**config.mk**
```make
export PLATFORM = sky130hd
export DESIGN_NAME = pulse_burst_gen_flat
export DESIGN_NICKNAME = d
export VERILOG_FILES = /design/src/rtl/pulse_burst_gen_if.sv /design/src/rtl/pulse_burst_gen.sv /design/src/flat_wrapper.sv
export SDC_FILE = /design/constraint.sdc
export NUM_CORES = 1
export LEC_CHECK = 0
export ABC_AREA = 1
export BUFFER_PORTS_ARGS = -buffer_cell sky130_fd_sc_hd__buf_2
export CAP_MARGIN = 20
export CORE_AREA = 2 2 39 41
export DETAILED_ROUTE_END_ITERATION = 6
export DIE_AREA = 0 0 41 43
export GPL_ROUTABILITY_DRIVEN = 0
export MAX_ROUTING_LAYER = met4
export PLACE_DENSITY = 0.65
export SETUP_SLACK_MARGIN = 0.2
export SLEW_MARGIN = 25
export SYNTH_ARGS = -nofsm -noshare
export SYNTH_HDL_FRONTEND = slang
export SYNTH_SLANG_ARGS = --single-unit
```
**constraint.sdc**
```tcl
create_clock -name clk -period 1.2 [get_ports clk]
set_input_delay 0.06 -clock clk [delete_from_list [all_inputs] [get_ports clk]]
set_output_delay 0.06 -clock clk [all_outputs]
set_load 0.005 [all_outputs]
```
**src/rtl/pulse_burst_gen_if.sv**
```systemverilog
// Trigger-burst control/status bundle between a stimulus source and the burst generator.
// Pure wiring: no storage, so it adds no latency.
// No backpressure: start is a request that is only honoured while the generator is idle.
interface pulse_burst_gen_if #(
  parameter int WIDTH = 4
);
  logic             start;
  logic             abort;
  logic [WIDTH-1:0] count_in;
  logic             trig_out;
  logic             busy;
  logic             done;
  logic [WIDTH-1:0] remaining;

  // Source side: requests bursts and watches progress.
  modport master (
    output start, abort, count_in,
    input  trig_out, busy, done, remaining
  );

  // Generator side: accepts requests and reports progress.
  modport slave (
    input  start, abort, count_in,
    output trig_out, busy, done, remaining
  );
endinterface

```
**src/rtl/pulse_burst_gen.sv**
```systemverilog
// Emits count_in trig pulses (HIGH_CYC high, GAP_CYC low between), then a one-clock done.
// Latency: trig_out rises one clock after an accepted start; every output is a flop.
// No backpressure: start is ignored while busy or done; abort cancels HIGH/GAP bursts.
module pulse_burst_gen #(
  parameter int WIDTH    = 4,
  parameter int HIGH_CYC = 1,
  parameter int GAP_CYC  = 1
) (
  input logic              clk,
  input logic              n_rst,
  pulse_burst_gen_if.slave bus
);

  localparam int PHASE_MAX = (HIGH_CYC > GAP_CYC) ? HIGH_CYC : GAP_CYC;
  localparam int PW        = (PHASE_MAX > 1) ? $clog2(PHASE_MAX) : 1;

  localparam logic [PW-1:0] HIGH_LAST = PW'(HIGH_CYC - 1);
  localparam logic [PW-1:0] GAP_LAST  = PW'(GAP_CYC - 1);

  typedef enum logic [1:0] {
    S_IDLE,
    S_HIGH,
    S_GAP,
    S_DONE
  } state_e;

  state_e           state_q, state_d;
  logic [PW-1:0]    phase_q, phase_d;
  logic [WIDTH-1:0] rem_q,   rem_d;
  logic             trig_q,  trig_d;
  logic             busy_q,  busy_d;
  logic             done_q,  done_d;

  // Next state, phase count and pulses-left; outputs are decoded from the next state
  // so they can be registered alongside it.
  always_comb begin
    state_d = state_q;
    phase_d = phase_q;
    rem_d   = rem_q;

    unique case (state_q)
      S_IDLE: begin
        phase_d = '0;
        rem_d   = '0;
        if (bus.start && !bus.abort) begin
          if (bus.count_in != '0) begin
            rem_d   = bus.count_in;
            state_d = S_HIGH;
          end else begin
            state_d = S_DONE;
          end
        end
      end

      S_HIGH: begin
        if (bus.abort) begin
          state_d = S_IDLE;
          phase_d = '0;
          rem_d   = '0;
        end else if (phase_q == HIGH_LAST) begin
          phase_d = '0;
          // The pulse is counted as completed on its last high clock.
          rem_d   = (rem_q != '0) ? rem_q - WIDTH'(1) : '0;
          state_d = (rem_q <= WIDTH'(1)) ? S_DONE : S_GAP;
        end else begin
          phase_d = phase_q + PW'(1);
        end
      end

      S_GAP: begin
        if (bus.abort) begin
          state_d = S_IDLE;
          phase_d = '0;
          rem_d   = '0;
        end else if (phase_q == GAP_LAST) begin
          phase_d = '0;
          state_d = S_HIGH;
        end else begin
          phase_d = phase_q + PW'(1);
        end
      end

      S_DONE: begin
        // Abort is deliberately ignored here so the done pulse always completes.
        state_d = S_IDLE;
        phase_d = '0;
        rem_d   = '0;
      end

      default: begin
        state_d = S_IDLE;
        phase_d = '0;
        rem_d   = '0;
      end
    endcase

    trig_d = (state_d == S_HIGH);
    busy_d = (state_d == S_HIGH) || (state_d == S_GAP);
    done_d = (state_d == S_DONE);
  end

  // State, counters and registered outputs; reset clears everything without a clock.
  always_ff @(posedge clk or negedge n_rst) begin
    if (!n_rst) begin
      state_q <= S_IDLE;
      phase_q <= '0;
      rem_q   <= '0;
      trig_q  <= 1'b0;
      busy_q  <= 1'b0;
      done_q  <= 1'b0;
    end else begin
      state_q <= state_d;
      phase_q <= phase_d;
      rem_q   <= rem_d;
      trig_q  <= trig_d;
      busy_q  <= busy_d;
      done_q  <= done_d;
    end
  end

  assign bus.trig_out  = trig_q;
  assign bus.busy      = busy_q;
  assign bus.done      = done_q;
  assign bus.remaining = rem_q;

endmodule

```
**src/flat_wrapper.sv**
```systemverilog
// flat-port wrapper written by rule: the top's interface ports become plain ports
module pulse_burst_gen_flat 
#(
  parameter int WIDTH    = 4,
  parameter int HIGH_CYC = 1,
  parameter int GAP_CYC  = 1
)
  (clk, n_rst, bus_start, bus_abort, bus_count_in, bus_trig_out, bus_busy, bus_done, bus_remaining);
  pulse_burst_gen_if #(.WIDTH(WIDTH)) bus_i ();
  input logic clk;
  input logic n_rst;
  input wire logic [$bits(bus_i.start)-1:0] bus_start;
  input wire logic [$bits(bus_i.abort)-1:0] bus_abort;
  input wire logic [$bits(bus_i.count_in)-1:0] bus_count_in;
  output wire logic [$bits(bus_i.trig_out)-1:0] bus_trig_out;
  output wire logic [$bits(bus_i.busy)-1:0] bus_busy;
  output wire logic [$bits(bus_i.done)-1:0] bus_done;
  output wire logic [$bits(bus_i.remaining)-1:0] bus_remaining;
  assign bus_i.start = bus_start;
  assign bus_i.abort = bus_abort;
  assign bus_i.count_in = bus_count_in;
  assign bus_trig_out = bus_i.trig_out;
  assign bus_busy = bus_i.busy;
  assign bus_done = bus_i.done;
  assign bus_remaining = bus_i.remaining;
  pulse_burst_gen #(.WIDTH(WIDTH), .HIGH_CYC(HIGH_CYC), .GAP_CYC(GAP_CYC)) u_core (.clk(clk), .n_rst(n_rst), .bus(bus_i));
endmodule
```
==> impl_metrics.csv <==
group,metric,value,unit
finish,drive_gt1_share,54.88,%
clock_network,clock-root-buffer,"sky130_fd_sc_hd__clkbuf_4",
finish,fillerInstances,121,
place,io_buffers,14,
sta,report.final.setup_viol,4,
global_routing,wire_length_of_the_first_global_routing_pass,1766,µm
clock_network,tritoncts_clock_tree,"built",
setup_path,cp-endpoint,"u_core.bus.busy",
floorplanning,chipWidth,41,µm
sta,hold_viol,0,
global_routing,groute.layer.met1.usage,18.86,%
logic_synthesis,synth-edff-count,0,
clock_network,clkLatencyLatePin,250,ps
floorplanning,die-area,0.001763,mm²
logic_synthesis,synth_top_area_cell,"sky130_fd_sc_hd__dfrtp_1",
setup_path,cp_num_cells,5,
global_routing,grt_overflow_total,0,
sta,rsz_0062_raised_after_global_routing,"yes",
global_routing,grt_use_met3,3.141,%
hold_path,hold_path_class,"in2reg",
finish,area.growth.synth_to_final,57.29,%
floorplanning,placement_rows,14,
setup_path,critical_path.top_delay_family,"flip-flops",
detailed_routing,drtPass1Iterations,4,
global_routing,grt.busiest_layer,"met2",
setup_path,worst-endpoint-required,1350,ps
sta,totalNegativeSetupSlack,-272.6,ps
power_and_ir_drop,seqPwrFrac,38.6,%
sta,shortest_clock_period_the_worst_path_allows_after_layout,1287,ps
clock_network,tritoncts.num_buffers,3,
global_routing,initial_antenna_violation_count,0,
clock_network,buffer_depth_of_the_longest_clock_path,2,
hold_path,holdCritStartpoint,"bus_count_in[1]",
logic_synthesis,postSynthNetCount,64,
clock_network,numClockSinks,9,
setup_path,start_kind,"register",
setup_path,critPathSlowestCell,"sky130_fd_sc_hd__dfrtp_2",
setup_path,timing.rr.start,"u_core.state_q[1]",
logic_synthesis,syn_area,471.7,µm²
logic_synthesis,syn-instance-count,54,
setup_path,reg2reg_to,"u_core.bus.busy",
logic_synthesis,synth_cell_types,17,
sta,maximum_clock_frequency,0.7767,GHz
setup_path,timing.critical_path.buf_inv,2,
sta,final_critical_path_setup_slack,-87.45,ps
power_and_ir_drop,switching_power,409.3,µW
setup_path,timing.critical_path.from,"u_core.state_q[1]",
finish,n_antenna_cell,0,
sta,max_slew_margin,75.63,%
power_and_ir_drop,p_sw_share,36.03,%
power_and_ir_drop,pwr-share-comb,41.0,%
clock_network,h-tree-depth,1,
finish,nNetsFinal,93,
outcome,violations,"setup timing",
finish,final_util,53.62,%
detailed_routing,drt-total-wl,1150,µm
power_and_ir_drop,static-leakage-power,0.0003859,µW
sta,final.setup_skew,1.330,ps
logic_synthesis,postSynth.asyncResetShare,100.0,%
detailed_routing,vias,460,
logic_synthesis,seq_area_frac_synth,47.75,%
setup_path,critPathArrivalTime,1440,ps
global_routing,grt_use_met2,22.50,%
power_and_ir_drop,p_clk_share,20.4,%
setup_path,timing.reg2reg.worst_path_depth,5,
setup_path,cp_endpoint_kind,"register",
setup_path,timing.critical_path.fanout_max,4,
power_and_ir_drop,power_density,1531,mW/mm²
floorplanning,die_h,43,µm
detailed_routing,drc,0,
detailed_routing,post_drt_wl_per_cell,11.73,µm
setup_path,critical_path.max_stage_delay,450,ps
detailed_routing,antenna_violating_nets_post_route,0,
setup_path,worst-r2r-setup-slack,-90,ps
detailed_routing,drt-vias-per-instance,4.694,
global_routing,grt_start_max_net_pins,10,
logic_synthesis,ys_warn_count,0,
power_and_ir_drop,power.ir.vdd_worst,0.7180,mV
global_routing,grt_pass1_vias,414,
clock_network,cts.clk_slew.worst_paths,60,ps
logic_synthesis,synth_largest_type_area_fraction,47.75,%
outcome,outcome,"finished, violations left",
logic_synthesis,top_post_synthesis_cells_by_area,"sky130_fd_sc_hd__dfrtp_1 48%, sky130_fd_sc_hd__nand2_1 10%, sky130_fd_sc_hd__nand3_1 7.4%, sky130_fd_sc_hd__nor3_4 6.9%, sky130_fd_sc_hd__ha_1 5.3%",
global_routing,track_usage,15.24,%
logic_synthesis,synthTopCellsByCount,"13 x sky130_fd_sc_hd__nand2_1, 9 x sky130_fd_sc_hd__dfrtp_1, 7 x sky130_fd_sc_hd__nand3_1, 5 x sky130_fd_sc_hd__inv_1, 5 x sky130_fd_sc_hd__nor2_1",
place,hpwl,796,µm
detailed_routing,drtIter0Drc,6,
logic_synthesis,synth_most_common_cell,"sky130_fd_sc_hd__nand2_1",
logic_synthesis,yosys_register_bits,9,
sta,slew_at_the_pin_with_the_worst_max_slew_slack,364.8,ps
sta,timing.final.crit_share,107.3,%
power_and_ir_drop,p_int,726.6,µW
floorplanning,ios,15,
floorplanning,initial_core_util,34.09,%
job,drv_cap,0,
sta,maxSlewViolCount,0,
floorplanning,core-area,0.001384,mm²
logic_synthesis,synthesis.area_per_instance,8.735,µm²
logic_synthesis,top_flip_flop_cell_by_instance_count_after_synthesis,"sky130_fd_sc_hd__dfrtp_1",
setup_path,path_class,"reg2reg",
setup_path,cp_cell_sequence,"nor3_4, buf_6, a21oi_2, ha_1, inv_1",
## worst min path at each step
stage / endpoint / slack (ps) / cells past startpoint
final: u_core.bus.remaining[1] / 40 / 3
after global routing: u_core.bus.remaining[3] / 40 / 3
after CTS: u_core.bus.remaining[2] / 20 / 3
after detailed placement: u_core.bus.remaining[2] / -70 / 1
after global placement: u_core.bus.remaining[2] / -80 / 1
after floorplan: u_core.bus.busy / -240 / 0
## sequential cells by signal, indices dropped and copies added (netlist names)
name,cells
u_core.bus.remaining,4
u_core.state_q,2
u_core.bus.busy,1
u_core.bus.done,1
u_core.bus.trig_out,1
## power by group through the flow
stage          Sequential, µW  Clock (µW)  Combinational [µW]
2_1_floorplan             443           0                 187
3_3_place_gp              436           0                 344
3_5_place_dp              436           0                 351
4_1_cts                   436         241                 412
5_1_grt                   444         256                 520
6_report                  438         232                 466
## cell type report
cell class	instances	area [µm²]	area share (%)
clock buffer	4	26.28	3.541
inverter	6	22.52	3.035
multi-input combinational	39	276.5	37.27
sequential	9	226.5	30.52
tap	16	20.02	2.698
timing repair buffer	24	170.2	22.93
## per-stage QoR
stage / instance area, µm² / setup WS, ps / instances / hold slack, ps / power, µW
after floorplan: 476.7 / -32.07 / 54 / -235.6 / 630.9
after detailed placement: 596.8 / -80.65 / 88 / -73.87 / 786.9
after CTS: 693.2 / -84.32 / 95 / 20.39 / 1088
after global placement: 596.8 / -48.73 / 88 / -75.95 / 779.7
final: 742.0 / -87.45 / 98 / 38.21 / 1136
after global routing: 742.0 / -174.3 / 98 / 40.09 / 1220
## repair_timing
item / CTS / global route
hold buffers: 1 / 0
endpoints found under the hold margin: 9 / 0
endpoints found under the setup margin: 9 / 10
gates cloned: 0 / 0
setup buffers: 2 / 3
resized for setup: 11 / 8
pin swaps: 5 / 5
## placed cells by master, fill, tap and decap left out, drive strengths merged
| cell type | netlist | layout |
|---|---|---|
| a21oi | 1 | 1 |
| buf | 0 | 23 |
| clkbuf | 0 | 4 |
| dfrtp | 9 | 9 |
| dlygate4sd3 | 0 | 1 |
| ha | 2 | 2 |
| inv | 6 | 6 |
| nand2 | 15 | 15 |
| nand3 | 7 | 7 |
| nand3b | 1 | 1 |
| nand4 | 1 | 1 |
| nor2 | 6 | 6 |
| nor3 | 2 | 2 |
| nor3b | 1 | 1 |
| o21ai | 2 | 2 |
| xnor2 | 1 | 1 |
## routing by layer
layer	vias up	wire, µm
li1	232	-
met1	216	503
met2	10	576
met3	2	47
met4	0	22
met5	-	0
## worst min-delay path, delay by kind of cell
kind	cells	cell delay (ps)
AND/OR/NAND/NOR	2	120
buffers and inverters	1	90
## cells by family after synthesis
group / synth area share (%)
AO/OA/AOI/OAI: 3.180
buffers and inverters: 4.774
adder cells (fa/ha/maj): 5.304
AND/OR/NAND/NOR: 37.14
flip-flops: 47.75
XOR/XNOR: 1.857
Note: power is estimated with default switching activity, not from simulation.
